===== src/rtl/gp_pkg.sv =====
// Shared types and elaboration helpers for the pipelined Kogge-Stone adder.
package gp_pkg;

  typedef struct packed {
    logic g;
    logic p;
  } gp_pair_t;

  function automatic int gp_clog2(input int n);
    int r;
    r = 0;
    while ((1 << r) < n) r++;
    return r;
  endfunction

  // Rank k (1-based) sits after this prefix level; level 0 is the bitwise g/p stage.
  function automatic int gp_rank_level(input int rank, input int levels, input int stages);
    return (rank * levels) / stages;
  endfunction

endpackage


===== src/rtl/gp_prefix_level.sv =====
// One combinational Kogge-Stone level: every bit at or above DIST merges with
// the group DIST positions below it.
module gp_prefix_level
  import gp_pkg::*;
#(
  parameter int WIDTH = 32,
  parameter int DIST  = 1
) (
  input  gp_pair_t [WIDTH-1:0] gp_i,
  output gp_pair_t [WIDTH-1:0] gp_o
);

  always_comb begin
    gp_o = gp_i;
    for (int i = DIST; i < WIDTH; i++) begin
      gp_o[i].g = gp_i[i].g | (gp_i[i].p & gp_i[i-DIST].g);
      gp_o[i].p = gp_i[i].p & gp_i[i-DIST].p;
    end
  end

endmodule


===== src/rtl/pipelined_prefix_adder.sv =====
// Kogge-Stone adder/subtractor with a configurable number of valid/ready
// pipeline ranks spread evenly across the prefix levels.
module pipelined_prefix_adder
  import gp_pkg::*;
#(
  parameter int WIDTH  = 32,
  parameter int STAGES = 2
) (
  input  logic             clk,
  input  logic             rst,
  input  logic             in_valid,
  output logic             in_ready,
  input  logic [WIDTH-1:0] a,
  input  logic [WIDTH-1:0] b,
  input  logic             cin,
  input  logic             sub,
  output logic             out_valid,
  input  logic             out_ready,
  output logic [WIDTH-1:0] sum,
  output logic             cout,
  output logic             ovf
);

  localparam int L = gp_clog2(WIDTH);

  // Zero-based index of the intermediate rank sitting after level lv, or -1.
  function automatic int rank_at(input int lv);
    int r;
    r = -1;
    for (int k = 1; k < STAGES; k++) begin
      if (gp_rank_level(k, L, STAGES) == lv) r = k - 1;
    end
    return r;
  endfunction

  logic [STAGES-1:0] vld_q, vld_d, adv, load, src_vld, dload;

  // Ready ripples backwards from the output rank so bubbles collapse under stall.
  always_comb begin
    adv     = '0;
    load    = '0;
    src_vld = '0;
    adv[STAGES-1]  = vld_q[STAGES-1] & out_ready;
    load[STAGES-1] = ~vld_q[STAGES-1] | adv[STAGES-1];
    for (int r = STAGES - 2; r >= 0; r--) begin
      adv[r]  = vld_q[r] & load[r+1];
      load[r] = ~vld_q[r] | adv[r];
    end
    src_vld[0] = in_valid;
    for (int r = 1; r < STAGES; r++) begin
      src_vld[r] = vld_q[r-1];
    end
    dload = load & src_vld;
    vld_d = (load & src_vld) | (~load & vld_q);
  end

  assign in_ready  = load[0] & ~rst;
  assign out_valid = vld_q[STAGES-1];

  logic [WIDTH-1:0]     b_eff, p_in;
  logic                 cin_eff;
  gp_pair_t [WIDTH-1:0] gp_in;

  always_comb begin
    b_eff   = sub ? ~b : b;
    cin_eff = sub | cin;
    p_in    = a ^ b_eff;
    gp_in   = '0;
    for (int i = 0; i < WIDTH; i++) begin
      gp_in[i].p = p_in[i];
      gp_in[i].g = a[i] & b_eff[i];
    end
    // Carry-in enters as part of the bit-0 generate.
    gp_in[0].g = (a[0] & b_eff[0]) | (p_in[0] & cin_eff);
  end

  gp_pair_t [WIDTH-1:0] gp_c  [L+1];
  gp_pair_t [WIDTH-1:0] gp_s  [L];
  logic     [WIDTH-1:0] p0_c  [L+1];
  logic     [WIDTH-1:0] p0_s  [L];
  logic                 cin_c [L+1];
  logic                 cin_s [L];

  assign gp_c[0]  = gp_in;
  assign p0_c[0]  = p_in;
  assign cin_c[0] = cin_eff;

  for (genvar lv = 0; lv < L; lv++) begin : g_lvl
    localparam int R = rank_at(lv);

    if (R >= 0) begin : g_reg
      gp_pair_t [WIDTH-1:0] gp_q;
      logic     [WIDTH-1:0] p0_q;
      logic                 cin_q;

      always_ff @(posedge clk) begin
        if (dload[R]) begin
          gp_q  <= gp_c[lv];
          p0_q  <= p0_c[lv];
          cin_q <= cin_c[lv];
        end
      end

      assign gp_s[lv]  = gp_q;
      assign p0_s[lv]  = p0_q;
      assign cin_s[lv] = cin_q;
    end else begin : g_thru
      assign gp_s[lv]  = gp_c[lv];
      assign p0_s[lv]  = p0_c[lv];
      assign cin_s[lv] = cin_c[lv];
    end

    gp_prefix_level #(
      .WIDTH (WIDTH),
      .DIST  (1 << lv)
    ) u_level (
      .gp_i (gp_s[lv]),
      .gp_o (gp_c[lv+1])
    );

    assign p0_c[lv+1]  = p0_s[lv];
    assign cin_c[lv+1] = cin_s[lv];
  end

  logic [WIDTH-1:0] g_fin, sum_d, sum_q;
  logic             cout_d, ovf_d, cout_q, ovf_q;

  always_comb begin
    g_fin = '0;
    for (int i = 0; i < WIDTH; i++) begin
      g_fin[i] = gp_c[L][i].g;
    end
    sum_d  = p0_c[L] ^ {g_fin[WIDTH-2:0], cin_c[L]};
    cout_d = g_fin[WIDTH-1];
    ovf_d  = g_fin[WIDTH-1] ^ g_fin[WIDTH-2];
  end

  always_ff @(posedge clk or posedge rst) begin
    if (rst) begin
      vld_q  <= '0;
      sum_q  <= '0;
      cout_q <= 1'b0;
      ovf_q  <= 1'b0;
    end else begin
      vld_q <= vld_d;
      if (dload[STAGES-1]) begin
        sum_q  <= sum_d;
        cout_q <= cout_d;
        ovf_q  <= ovf_d;
      end
    end
  end

  assign sum  = sum_q;
  assign cout = cout_q;
  assign ovf  = ovf_q;

endmodule


===== config.mk =====
export PLATFORM = sky130hd
export DESIGN_NAME = pipelined_prefix_adder
export DESIGN_NICKNAME = d
export VERILOG_FILES = /design/src/rtl/gp_pkg.sv /design/src/rtl/gp_prefix_level.sv /design/src/rtl/pipelined_prefix_adder.sv
export SDC_FILE = /design/constraint.sdc
export NUM_CORES = 1
export LEC_CHECK = 0
export ABC_CLOCK_PERIOD_IN_PS = 4300
export BUFFER_PORTS_ARGS = -buffer_cell sky130_fd_sc_hd__buf_2
export CELL_PAD_IN_SITES_DETAIL_PLACEMENT = 1
export CELL_PAD_IN_SITES_GLOBAL_PLACEMENT = 2
export CORE_UTILIZATION = 39
export CTS_BUF_LIST = sky130_fd_sc_hd__clkbuf_4
export DETAILED_ROUTE_END_ITERATION = 10
export PLACE_DENSITY_LB_ADDON = 0.05
export SLEW_MARGIN = 30
export SYNTH_ARGS = -nofsm -noshare
export SYNTH_HDL_FRONTEND = slang
export SYNTH_SLANG_ARGS = --single-unit

===== constraint.sdc =====
create_clock -name clk -period 4.3 [get_ports clk]
set_input_delay 0.86 -clock clk [delete_from_list [all_inputs] [get_ports clk]]
set_output_delay 0.86 -clock clk [all_outputs]
set_load 0.01 [all_outputs]

==> impl_metrics.json <==
{
  "required_ns": 3.44,
  "ctsResizeCount": 0,
  "hold_buffers": 0,
  "pre_cts_ws_ns": 1.65,
  "yosysSeqAreaShare": 0.596,
  "min_period_ns": 2.21,
  "finalNonFillerCells": 862,
  "pwr-share-comb": 0.222,
  "die_h_um": 128,
  "groute.usage.overall": 0.204,
  "avgSynthCellArea_um2": 11.9,
  "tightest_slew_ns": 0.747,
  "numCtsBuffers": 17,
  "synth_nets": 622,
  "final_common_cell": "buf_2",
  "die-area_mm2": 0.0164,
  "p_total_mw": 3.20,
  "cp-end-kind": "output port",
  "clk_pin_slew_ns": 0.12,
  "num_io_pins": 106,
  "die_w_um": 128,
  "utilization": 0.473,
  "power_density_mw_per_mm2": 441,
  "grt_pass1_wl_mm": 24.7,
  "drtAntennaViolNets": 0,
  "dpl.cell_count": 829,
  "grt-ovfl-total": 0,
  "io_buffers": 105,
  "min_path_type": "in -> async",
  "layout_common_cells": "104 x buf_2, 93 x edfxtp_1, 79 x nand2_1",
  "status": "complete, no violations",
  "cp-start-kind": "register",
  "p_switching_mw": 0.978,
  "finClkSkew_ns": 0.0198,
  "wl_per_cell_um": 17.6,
  "cp_max_fo": 3,
  "cts_setup_buffers": 0,
  "viasPerCell": 5.07,
  "area_delta_synth_final_pct": 17.2,
  "core-area_mm2": 0.0154,
  "post-route-period-util": 0.514,
  "rsz0062_at_grt": "false",
  "antenna_found_initial": 1,
  "clockBufferDepth": 2,
  "num_vias": 4367,
  "clk_latency_ns": 0.55,
  "stdcell_area_mm2": 0.00727,
  "slew_viol_final": 0,
  "root_buffer": "clkbuf_4",
  "nets": 739,
  "holdWs_ns": 0.404,
  "netlist_area_mm2": 0.00620,
  "p_leak_nw": 3.02,
  "drc": 0,
  "slew_headroom": 0.500,
  "synth_enable_flop_cells": 93,
  "fin_setup_tns_ns": 0,
  "drtIter0Drc": 219,
  "hold_viol_final": 0,
  "fmax_mhz": 453,
  "worst_slack_ns": 2.09,
  "switching_share": 0.305,
  "hpwl_mm": 11.5,
  "pwr-share-clk": 0.264,
  "cts-htree-levels": 4,
  "vdd_ir_drop_max_uv": 145,
  "intPower_mw": 2.23,
  "drive_gt1_frac": 0.226,
  "dr.pass1.iters": 4,
  "reg2regPathDepth": 4,
  "initial_utilization": 0.404,
  "maxCapViolCount": 0,
  "critPathKind": "reg -> out",
  "synth_cell_types": 38,
  "cp.arrival_ns": 1.35,
  "grt_max_degree": 44,
  "place_congestion": 0.816,
  "drt_wl_total_mm": 15.2,
  "seqPwrFrac": 0.515,
  "yosysWarnings": 0,
  "setup_violations": 0,
  "placed_cell_area_mm2": 0.00698,
  "cts.sinks": 129,
  "grt_pass1_vias": 4603,
  "synthCells": 520,
  "synth_ff_type": "edfxtp_1",
  "cts_tree": "done",
  "async_flop_share": 0.279,
  "synth-seq-cells": 129,
  "rows": 45
}
routing by layer:
layer / share of wire / vias to the layer above / global-route usage
met1: 0.47 / 2114 / 0.270
met2: 0.47 / 109 / 0.333
met4: 0.010 / 0 / 0.0664
met3: 0.042 / 13 / 0.0463
met5: 0 / - / 0
li1: - / 2131 / -
path summary, 6_finish.rpt:
path                                          endpoint  slack, ns
worst min-delay path                            sum[8]       0.40
worst max-delay path                          in_ready       2.09
max in group asynchronous                      sum[18]       3.10
min in group clk                                sum[5]       0.49
worst max register to register  g_lvl[2].g_reg.gp_q[7]       2.25
worst min register to register                  sum[5]       0.49
flip-flops by register name, indices dropped and copies added (netlist names), named ones only:
signal / flops
g_lvl.g_reg.cin_q: 1
ovf: 1
g_lvl.g_reg.gp_q: 60
sum: 32
cout: 1
g_lvl.g_reg.p0_q: 32
cell type report:
class                           count  area (µm²)
Clock buffer                       18         135
Inverter                            8        30.0
Antenna cell                        1        2.50
Fill cell                        1715        8100
Multi-Input combinational cell    372        2440
Clock inverter                     14         146
Tap cell                          211         264
Timing Repair Buffer              109         558
Sequential cell                   129        3690
Yosys cell counts (4+ instances only):
library cell / instances / area share
o21ai_0: 48 / 0.039
nand2_1: 80 / 0.048
a21oi_1: 37 / 0.030
a21o_1: 10 / 0.012
nor3b_1: 6 / 0.0073
xnor2_1: 16 / 0.023
o21bai_1: 5 / 0.0061
clkbuf_1: 4 / 0.0024
dfrtp_1: 36 / 0.15
nor2_1: 30 / 0.018
nor2b_1: 5 / 0.0050
nand2b_1: 11 / 0.011
a21o_4: 4 / 0.0097
ha_1: 32 / 0.065
inv_1: 8 / 0.0048
a31oi_1: 4 / 0.0040
edfxtp_1: 93 / 0.45
o21ai_1: 13 / 0.010
buf_2: 4 / 0.0032
xor2_1: 41 / 0.058
worst max-delay path, cell delays in order, from the launching register on:
cell     delay, ns
dfrtp_1       0.39
nor2b_1       0.15
a21oi_1       0.13
buf_2         0.14
logic make-up (layout without fill, tap and decap cells):
family	count (synthesis)	in the layout	share of synthesized area
AOI/OAI and AO/OA	143	143	0.150
xor gates and xnor gates	57	57	0.0805
adders and majority gates	32	32	0.0646
buffers and inverters	19	149	0.0123
DFF	129	129	0.596
other	0	1	0
and+or+nand+nor	140	140	0.0974
power groups by stage:
| stage | logic, mW | clock network, mW | registers, mW |
|---|---|---|---|
| floorplan | 0.405 | 0 | 1.70 |
| global placement | 0.708 | 0 | 1.67 |
| detailed placement | 0.721 | 0 | 1.68 |
| CTS | 0.725 | 0.871 | 1.65 |
| global route | 0.804 | 0.918 | 1.67 |
| finish | 0.710 | 0.844 | 1.65 |
Power figures use the tool's default switching activity.
